--- src/rtl/bp_pkg.sv ---
`default_nettype none
// ---------------------------------------------------------------------------
// bp_pkg : shared state, PC-source and counter definitions for branch_predict_ctrl
// Rev 1.0
// ---------------------------------------------------------------------------
package bp_pkg;

  typedef enum logic [0:0] {
    IDLE  = 1'b0,
    FLUSH = 1'b1
  } bp_state_e;

  localparam logic [1:0] PCSRC_PLUS4  = 2'b00;
  localparam logic [1:0] PCSRC_TARGET = 2'b01;
  localparam logic [1:0] PCSRC_JALR   = 2'b10;

  localparam logic [1:0] CNT_RESET = 2'b01;

  function automatic logic [1:0] sat_update(input logic [1:0] cnt, input logic taken);
    logic [1:0] r;
    r = cnt;
    if (taken && (cnt != 2'b11)) begin
      r = cnt + 2'd1;
    end else if (!taken && (cnt != 2'b00)) begin
      r = cnt - 2'd1;
    end
    return r;
  endfunction

endpackage
`default_nettype wire

--- src/rtl/bp_table.sv ---
`default_nettype none
// ---------------------------------------------------------------------------
// bp_table : 2-bit saturating counter table, one async read, one sync update
// Rev 1.0
// ---------------------------------------------------------------------------
module bp_table
  import bp_pkg::*;
#(
  parameter int IDX_BITS = 4
) (
  input  logic                clk,
  input  logic                rst_n,
  input  logic [IDX_BITS-1:0] rd_idx,
  output logic [1:0]          rd_cnt,
  input  logic                upd_en,
  input  logic [IDX_BITS-1:0] upd_idx,
  input  logic                upd_taken
);

  localparam int c_entries = 1 << IDX_BITS;

  logic [1:0] r_cnt [c_entries];

  always_ff @(posedge clk) begin
    if (!rst_n) begin
      for (int i = 0; i < c_entries; i++) begin
        r_cnt[i] <= CNT_RESET;
      end
    end else if (upd_en) begin
      r_cnt[upd_idx] <= sat_update(r_cnt[upd_idx], upd_taken);
    end
  end

  // No write bypass: an update lands after the edge and is read next cycle
  assign rd_cnt = r_cnt[rd_idx];

endmodule
`default_nettype wire

--- src/rtl/branch_predict_ctrl.sv ---
`default_nettype none
// ---------------------------------------------------------------------------
// branch_predict_ctrl : bimodal predictor with mispredict redirect/flush FSM
// Optional statistics counters: define BP_STATS_EN.   Rev 1.0
// ---------------------------------------------------------------------------
module branch_predict_ctrl
  import bp_pkg::*;
#(
  parameter int IDX_BITS     = 4,
  parameter int FLUSH_CYCLES = 2
) (
  input  logic        clk,
  input  logic        rst_n,
  input  logic        stall_i,
  input  logic [31:0] if_pc_i,
  output logic        pred_taken_o,
  input  logic        ex_valid_i,
  input  logic        ex_is_branch_i,
  input  logic [31:0] ex_pc_i,
  input  logic [1:0]  ex_pcsrc_i,
  input  logic        ex_pred_taken_i,
  output logic        redirect_o,
  output logic [1:0]  redirect_sel_o,
  output logic [31:0] recover_pc_o,
  output logic        flush_o,
`ifdef BP_STATS_EN
  output logic [15:0] stat_branches_o,
  output logic [15:0] stat_mispred_o,
`endif
  output logic        busy_o
);

  localparam logic [3:0] c_cnt_load = 4'(FLUSH_CYCLES - 1);

  bp_state_e  r_state;
  bp_state_e  w_state_nxt;
  logic [3:0] r_cnt;
  logic [3:0] w_cnt_nxt;
  logic       w_accept;
  logic       w_taken;
  logic       w_mispred;
  logic [1:0] w_entry;
  logic       w_unused;

  assign w_unused = ^{if_pc_i[31:IDX_BITS+2], if_pc_i[1:0]};

  bp_table #(
    .IDX_BITS (IDX_BITS)
  ) u_table (
    .clk       (clk),
    .rst_n     (rst_n),
    .rd_idx    (if_pc_i[IDX_BITS+1:2]),
    .rd_cnt    (w_entry),
    .upd_en    (w_accept & ex_is_branch_i),
    .upd_idx   (ex_pc_i[IDX_BITS+1:2]),
    .upd_taken (w_taken)
  );

  assign pred_taken_o = w_entry[1];
  assign recover_pc_o = ex_pc_i + 32'd4;

  always_ff @(posedge clk) begin
    if (!rst_n) begin
      r_state <= IDLE;
      r_cnt   <= 4'd0;
    end else begin
      r_state <= w_state_nxt;
      r_cnt   <= w_cnt_nxt;
    end
  end

  always_comb begin
    w_accept       = ex_valid_i & ~stall_i & (r_state == IDLE);
    w_taken        = (ex_pcsrc_i == PCSRC_TARGET);
    // Jumps are never predicted, so every accepted jump redirects
    w_mispred      = w_accept & (~ex_is_branch_i | (w_taken != ex_pred_taken_i));
    w_state_nxt    = r_state;
    w_cnt_nxt      = r_cnt;
    redirect_o     = w_mispred;
    redirect_sel_o = w_mispred ? ex_pcsrc_i : PCSRC_PLUS4;
    flush_o        = w_mispred;
    busy_o         = 1'b0;
    case (r_state)
      IDLE: begin
        if (w_mispred && (FLUSH_CYCLES > 1)) begin
          w_state_nxt = FLUSH;
          w_cnt_nxt   = c_cnt_load;
        end
      end
      FLUSH: begin
        flush_o = 1'b1;
        busy_o  = 1'b1;
        if (!stall_i) begin
          w_cnt_nxt = r_cnt - 4'd1;
          if (r_cnt == 4'd1) begin
            w_state_nxt = IDLE;
          end
        end
      end
      default: w_state_nxt = IDLE;
    endcase
  end

`ifdef BP_STATS_EN
  logic [15:0] r_stat_br;
  logic [15:0] r_stat_mis;

  always_ff @(posedge clk) begin
    if (!rst_n) begin
      r_stat_br  <= 16'd0;
      r_stat_mis <= 16'd0;
    end else begin
      if (w_accept && ex_is_branch_i && (r_stat_br != 16'hFFFF)) begin
        r_stat_br <= r_stat_br + 16'd1;
      end
      if (w_mispred && ex_is_branch_i && (r_stat_mis != 16'hFFFF)) begin
        r_stat_mis <= r_stat_mis + 16'd1;
      end
    end
  end

  assign stat_branches_o = r_stat_br;
  assign stat_mispred_o  = r_stat_mis;
`endif

endmodule
`default_nettype wire

--- config.mk ---
export PLATFORM = sky130hd
export DESIGN_NAME = branch_predict_ctrl
export DESIGN_NICKNAME = d
export VERILOG_FILES = /design/src/rtl/bp_pkg.sv /design/src/rtl/bp_table.sv /design/src/rtl/branch_predict_ctrl.sv
export SDC_FILE = /design/constraint.sdc
export NUM_CORES = 1
export LEC_CHECK = 0
export ABC_AREA = 1
export CAP_MARGIN = 10
export CORE_MARGIN = 2
export CORE_UTILIZATION = 42
export DETAILED_ROUTE_END_ITERATION = 16
export PLACE_DENSITY_LB_ADDON = 0.2
export SYNTH_ARGS = -nofsm -noshare
export SYNTH_HDL_FRONTEND = slang
export SYNTH_SLANG_ARGS = --single-unit
--- constraint.sdc ---
create_clock -name clk -period 2.62 [get_ports clk]
set_clock_uncertainty 0.1 [all_clocks]
set_input_delay 0.524 -clock clk [delete_from_list [all_inputs] [get_ports clk]]
set_output_delay 0.524 -clock clk [all_outputs]
set_load 0.01 [all_outputs]
==> results by group, run 1 <==
Logic synthesis
  – Dominant cell type by area after synthesis: edfxtp_1
  – Most used flip-flop cell after synthesis: edfxtp_1
  – Proportion of netlist area held by the largest area contributor: between 30% and 40%
  – Warnings, synthesis: 0
  – Share of async-settable or async-resettable flops after synthesis: 0%
  – Instance count of the mapped netlist: between 400 and 500
  – Synth top cells by count: 95 x nand2_1, 71 x nor2_1, 64 x inv_1, 32 x edfxtp_1, 20 x nand3_1
  – Post-Synthesis Net Count: 509
  – Synthesized area per cell: 7.33 sq um
  – Number of synthesized flops with an enable pin: 32
  – Cell types with the largest area share after synthesis: edfxtp_1 31%, nand2_1 11%, nor2_1 8.5%
  – Number of storage elements in the synthesis netlist: 37
  – Most frequently used cell type in the post-synthesis netlist: nand2_1
  – Cell area after synthesis: roughly 3100 sq um
  – Number of different library cells in the post-synthesis netlist: 35
  – Sequential share of the synthesized area: roughly 34%

Detailed routing
  – Residual DRC count: 0
  – First-iteration detailed-routing DRC count: 207
  – Detailed-route wire length: 9520 um
  – Routed length per placed instance: ~14 um
  – Final antenna-violating net count: 0
  – First-pass detailed-route iteration total: 4
  – Post-DR vias/cell: roughly 5.0
  – Detailed-route via count: roughly 3,400

STA
  – Min Hold Slack: ~440 ps
  – Final Setup Violations: 0
  – Actual transition at the worst max-transition pin: about 360 ps
  – Maximum clock frequency: ~390 MHz
  – Final-layout setup total negative slack: 0 ps
  – Post-route clock period utilization: 97.9%
  – Hold Fails Final Rpt: 0
  – Clock period minus final worst setup slack: 2560 ps
  – Max Transition Viols Final: 0
  – Max-Slew Margin vs Limit: 75.5%
  – Setup repair after global routing missed its margin: true

Finish
  – FILL cells: 614
  – Syn-to-layout area delta: 54.4%
  – Final layout net count: 663
  – Antenna diode count: 0
  – Fraction of final layout cells with drive strength greater than 1: between 30 and 40%
  – Post-route standard cell area excluding fillers: around 4900 sq um
  – Fin util: between 60% and 70%

CTS
  – Clock-pin slew on the worst setup and hold paths: 70 ps
  – Number of levels the H-tree was split into: 2
  – Count of clock tree sinks: 37
  – Buffer levels on the longest clock path: 2
  – Buffer type at the clock tree root: clkbuf_8
  – Clock Latency Late Sink: about 290 ps
  – Hold-fix buffer count after cts: 0
  – TritonCTS clock tree: done
  – Number of buffers added by the clock tree synthesis step: 5

Power
  – Total leakage power: 2.23 nW
  – Largest voltage drop on the vdd net: 196 uV
  – Power density cells: 342 nW/um^2

Setup path
  – Maximum net fanout on the critical path: 3
  – Critical path capture point type: output port
  – Startpoint of the most critical register-to-register path: u_table.r_cnt[0][0]
  – Depth of the worst register-to-register path: 16
  – Worst EP arrival: around 1900 ps
  – Critical setup path kind: primary input to output port
  – Kind of launch point of the worst setup path: primary input
  – Slack of the worst reg-to-reg path: ~250 ps
  – Crit path max-delay cell type: clkdlybuf4s50_1
  – Dominant cell type by count on the critical path: nand2_1
  – Worst stage delay on the critical path: between 500 and 600 ps
  – Endpoint required time on the critical path: 2000 ps
  – Cell breakdown of the critical path: clkdlybuf4s50_1 > inv_1 > nor3_2 > nand2_1 > nor2_2 > nand2_1 > nand2_1 > clkdlybuf4s15_2
  – Critical Path Start: ex_pc_i[27]

Place
  – Total cell area at the placement stage: 4490 sq um
  – Placed wire-length estimate: around 6700 um
  – Global placement routability congestion: approximately 0.86
  – I/O Buffers: 77

GRT
  – Wire length of the first global-routing pass: 15,000 um
  – Vias in the first global route: approximately 3,400
  – Antenna violations before repair: 0
  – Total GRT Usage: around 22%
  – Total global routing overflow: 0
  – Maximum number of pins on one net before global-route repair: 19

Hold path
  – Classification of the worst-slack hold path: flop to flop
  – Worst hold start: r_cnt[3]
  – Cell depth of the worst hold path: 2

Die
  – Row cnt: 31
  – Starting density of the core: a little over two fifths
  – Core outline area: roughly 7300 sq um
  – DIE AREA: about 8200 sq um
  – Ports placed on the boundary: 110
  – Die Span Y: approximately 90 um
  – Horizontal die dimension: approximately 90 um

Flow run
  – Max Cap Viol: 0

Outcome
  – Run status: finished clean
stage by stage:
stage	instances	setup slack, ps	power (mW)
4_1_cts	675	-113	1.61
3_5_place_dp	662	-675	1.22
3_3_place_gp	662	-660	1.21
6_report	683	55.7	1.66
2_1_floorplan	429	34.2	0.931
5_1_grt	683	-51.3	1.74
per-layer routing:
layer,track usage (%),routed length [um],vias to the layer above
met5,0,0,-
li1,-,-,1678
met2,38.7,4750,149
met3,4.01,612,14
met4,5.77,182,0
met1,28.1,3970,1549
cell type report:
class                   count  area, sq um  area share, %
multi-input cells         313         1910           39.2
well taps                  99          124           2.55
inverters                  67          263           5.41
clock inverters             2         10.0          0.206
flip-flops and latches     37         1060           21.9
clock buffers               6         72.6           1.49
repair buffers            159         1420           29.2
cells by family (layout without fill, tap and decap cells):
| family | after synthesis | after routing | synth area share [%] |
|---|---|---|---|
| AO/OA/AOI/OAI | 40 | 40 | 6.73 |
| XOR/XNOR | 27 | 27 | 7.52 |
| adder cells (fa/ha/maj) | 8 | 8 | 3.18 |
| buffers and inverters | 79 | 234 | 11.0 |
| flip-flops | 37 | 37 | 33.7 |
| AND/OR/NAND/NOR | 238 | 238 | 37.8 |
critical path: cells and delay by family:
kind,cells,cell delay (ps)
buffers and inverters,3,860
AND/OR/NAND/NOR,5,560
timing repair:
item	4_1_cts	5_1_grt
gates resized for setup	127	48
cloned	2	3
pin swaps	13	21
setup buffers	3	5
endpoints found under the setup margin	65	58
cell usage in the layout, fill, tap and decap left out, types with 3 or more instances in the layout:
| cell | count |
|---|---|
| inv_2 | 5 |
| a21oi_1 | 11 |
| clkbuf_8 | 5 |
| buf_2 | 14 |
| nand3_1 | 19 |
| dfxtp_1 | 5 |
| nand3_2 | 11 |
| nor3_1 | 6 |
| nand2_4 | 5 |
| nor3_2 | 5 |
| clkbuf_2 | 3 |
| dlymetal6s2s_1 | 8 |
| nand3_4 | 3 |
| nand4_1 | 5 |
| ha_1 | 7 |
| xnor2_1 | 11 |
| clkdlybuf4s50_1 | 20 |
| o21ai_0 | 10 |
| buf_4 | 70 |
| nor2_2 | 15 |
| xor2_1 | 15 |
| inv_1 | 60 |
| nor2_1 | 53 |
| o21ai_1 | 14 |
| nand2_2 | 14 |
| dlygate4sd2_1 | 28 |
| nand2_1 | 85 |
| edfxtp_1 | 32 |
| nor4_2 | 3 |
| buf_6 | 5 |
| nor2_4 | 9 |
state kept, by name, summed over array words and instances (netlist names):
register,count
r_cnt,4
r_state,1
u_table.r_cnt,32
power breakdown:
group	switching, mW	internal, mW
clock	0.199	0.184
sequential	0.0108	0.656
combinational	0.321	0.291
final timing paths:
kind / endpoint
min reg2reg: r_cnt[3]
min: r_cnt[3]
max reg2reg: u_table.r_cnt[10][1]
max: recover_pc_o[30]
No activity file was read; power rests on OpenSTA's default activity.
==> run 2: changes to the inputs <==
Settings changed: CORE_MARGIN 2 to default.
==> run 2 against run 1 <==
Sequential power is essentially flat. Critical path depth shrank 2. Die area shrank 4.4%. Critical path type unchanged. Critical endpoint is now pred_taken_o. Largest cell class unchanged.
==> results by group, run 2 (synthesis results as in run 1) <==
Finish
  – Post-route standard cell area excluding fillers: 4800 sq um (-1.2%)
  – Flip-flop count of the largest register, all copies and words added: 32 (unchanged)
  – Fraction of final layout cells with drive strength greater than 1: 32.1% (-0.11 points)
  – Syn-to-layout area delta: 52.6%
  – Most used cells in the layout excluding fill and tap cells: 85 x nand2_1, 73 x buf_4, 60 x inv_1
  – Largest register by flop count: u_table.r_cnt
  – Final layout net count: 665 (+0.30%)
  – Antenna diode count: 0 (unchanged)
  – Most frequent standard cell in the layout excluding fill and tap cells: nand2_1
  – Largest registers in the final layout: u_table.r_cnt (32), r_cnt (4), r_state (1)
  – FILL cells: 664 (+8.1%)
  – Fin util: 66.2% (-0.79 points)

Power
  – Power density cells: 338 nW/um^2 (-1.4%)
  – Net switching power: 0.512 mW (-3.6%)
  – Fraction of power consumed by combinational cells: 35.0% (-1.8 points)
  – Net Sw Frac: 31.6% (-0.31 points)
  – Proportion of power drawn by flip-flops and latches: 41.2% (+1.1 points)
  – Cell-internal power: 1.11 mW (-2.2%)
  – Total leakage power: 2.18 nW (-2.0%)
  – Clock share of power: 23.8% (+0.7 points)
  – Largest voltage drop on the vdd net: 207 uV (+5.6%)

Detailed routing
  – First-pass detailed-route iteration total: 4 (unchanged)
  – Detailed-route via count: 3,329 (-1.8%)
  – Residual DRC count: 0 (unchanged)
  – Detailed-route wire length: 9160 um (-3.8%)
  – First-iteration detailed-routing DRC count: 171 (-17%)
  – Post-DR vias/cell: 4.86 (-2.1%)
  – Final antenna-violating net count: 0 (unchanged)
  – Routed length per placed instance: 13.4 um (-4.0%)

Die
  – DIE AREA: 7840 sq um (-4.4%)
  – Horizontal die dimension: 88.5 um (-2.2%)
  – Ports placed on the boundary: 110 (unchanged)
  – Die Span Y: 88.5 um (-2.2%)
  – Starting density of the core: 43.4% (unchanged)
  – Row cnt: 31 (unchanged)
  – Core outline area: 7250 sq um (unchanged)

Setup path
  – Critical setup path kind: primary input to output port
  – Crit path max-delay cell type: clkdlybuf4s50_1
  – Endpoint required time on the critical path: 2000 ps (about the same)
  – Buffers & Inverters on Critical Path: 2 (-1)
  – Cell breakdown of the critical path: clkdlybuf4s50_1 > o21ai_0 > a21oi_1 > o221ai_1 > nand2_1 > dlygate4sd2_1
  – Worst EP arrival: 1960 ps (+20 ps)
  – Depth of the worst register-to-register path: 13 (-3)
  – Critical path capture point type: output port
  – Startpoint of the most critical register-to-register path: u_table.r_cnt[0][0]
  – Crit-path leading delay family: buffers and inverters
  – Worst stage delay on the critical path: 610 ps (+70 ps)
  – Critical Path Start: if_pc_i[3]
  – Kind of launch point of the worst setup path: primary input
  – Maximum net fanout on the critical path: 7 (+4)
  – Stages on worst setup path: 6 (-2)

Place
  – I/O Buffers: 77 (unchanged)
  – Worst slack, placed: -671 ps (+4.07 ps)
  – Global placement routability congestion: 0.871 (+1.3%)
  – Placed wire-length estimate: 6710 um (+0.60%)
  – Total cell area at the placement stage: 4530 sq um (+0.84%)

CTS
  – TritonCTS clock tree: done
  – Buffer type at the clock tree root: clkbuf_8
  – Buffer levels on the longest clock path: 2 (unchanged)
  – Number of levels the H-tree was split into: 2 (unchanged)
  – Clock Latency Late Sink: 290 ps (about the same)
  – Number of buffers added by the clock tree synthesis step: 5 (unchanged)
  – Count of clock tree sinks: 37 (unchanged)
  – Clock-pin slew on the worst setup and hold paths: 70 ps (about the same)
  – Hold-fix buffer count after cts: 0 (unchanged)

GRT
  – Vias in the first global route: 3,215 (-4.7%)
  – Maximum number of pins on one net before global-route repair: 19 (unchanged)
  – Total global routing overflow: 0 (unchanged)
  – Wire length of the first global-routing pass: 14,300 um (-4.9%)
  – Antenna violations before repair: 0 (unchanged)
  – Total GRT Usage: 23.7% (+1.6 points)

STA
  – Final setup slack of the worst path: 31.5 ps (-24.2 ps)
  – Max Transition Viols Final: 0 (unchanged)
  – Min Hold Slack: 442 ps (-1.35 ps)
  – Hold Fails Final Rpt: 0 (unchanged)
  – Clock period minus final worst setup slack: 2590 ps (+24.2 ps)
  – Max-Slew Margin vs Limit: 78.1% (+2.6 points)
  – Final Setup Violations: 0 (unchanged)
  – Maximum clock frequency: 386 MHz (-0.93%)
  – Final-layout setup total negative slack: 0 ps (unchanged)
  – Post-route clock period utilization: 98.8% (+0.92 points)
  – Actual transition at the worst max-transition pin: 325 ps (-38.6 ps)

Outcome
  – Run status: finished clean

Hold path
  – Worst hold start: r_cnt[2]
  – Classification of the worst-slack hold path: flop to flop
  – Cell depth of the worst hold path: 2 (unchanged)

Flow run
  – Max Cap Viol: 0 (unchanged)
[run 2: changes by cell type in the layout (fill, tap and decap cells not counted), moves of 3 or more]
cell / before / now
dlygate4sd2_1: 28 / 24
nor2_4: 9 / 6
clkdlybuf4s50_1: 20 / 24
buf_4: 70 / 73
[run 2: layout make-up]
cell class,count,area (sq um),area share (%)
Tap cell,99,124,2.58
Clock buffer,6,72.6,1.51
Inverter,67,263,5.48
Clock inverter,2,10.0,0.209
Sequential cell,37,1060,22.1
Multi-Input combinational cell,313,1870,39.0
Timing Repair Buffer,161,1400,29.2
[run 2: routing by layer]
metal,track usage (%),share of wire (%),up-vias,wire length [um]
li1,-,-,1681,-
met1,30.3,44,1534,4000
met2,41.0,50,100,4550
met3,3.64,5.1,14,463
met4,7.77,1.6,0,143
met5,0,0,-,0
[run 2: repair_timing]
item / 4_1_cts / 5_1_grt
endpoints found under the setup margin: 66 / 60
cloned: 1 / 2
hold endpoints to repair: 0 / 0
buffers inserted: 5 / 2
resized for setup: 117 / 48
pin swaps: 14 / 12
[run 2: path summary, 6_finish.rpt]
path	slack, ps	to
worst max-delay path	30	pred_taken_o
worst min-delay path	440	r_cnt[2]
worst max register to register	380	u_table.r_cnt[7][0]
worst min register to register	440	r_cnt[2]
[run 2: power groups by stage]
stage	clock network (mW)	logic [mW]	registers, mW
2_1_floorplan	0	0.254	0.677
3_3_place_gp	0	0.537	0.679
3_5_place_dp	0	0.544	0.680
4_1_cts	0.393	0.542	0.667
5_1_grt	0.418	0.613	0.669
6_report	0.385	0.567	0.667
[run 2: metrics by stage]
stage | cells | power [mW]
after floorplan | 429 | 0.931
after global placement | 667 | 1.22
after detailed placement | 667 | 1.22
after CTS | 681 | 1.60
after global routing | 685 | 1.70
final | 685 | 1.62
[run 2: worst reg2reg max path: stages (launching register included)]
cell and delay (ps):
edfxtp_1 370, nor2_1 110, nor2_1 50, o21ai_1 100
o21ai_1 120, nand2_1 130, nand2_2 70, nor2_4 110
ha_1 160, or2_4 120, nand2_2 50, buf_4 140
nand2_4 210, nand3_1 120
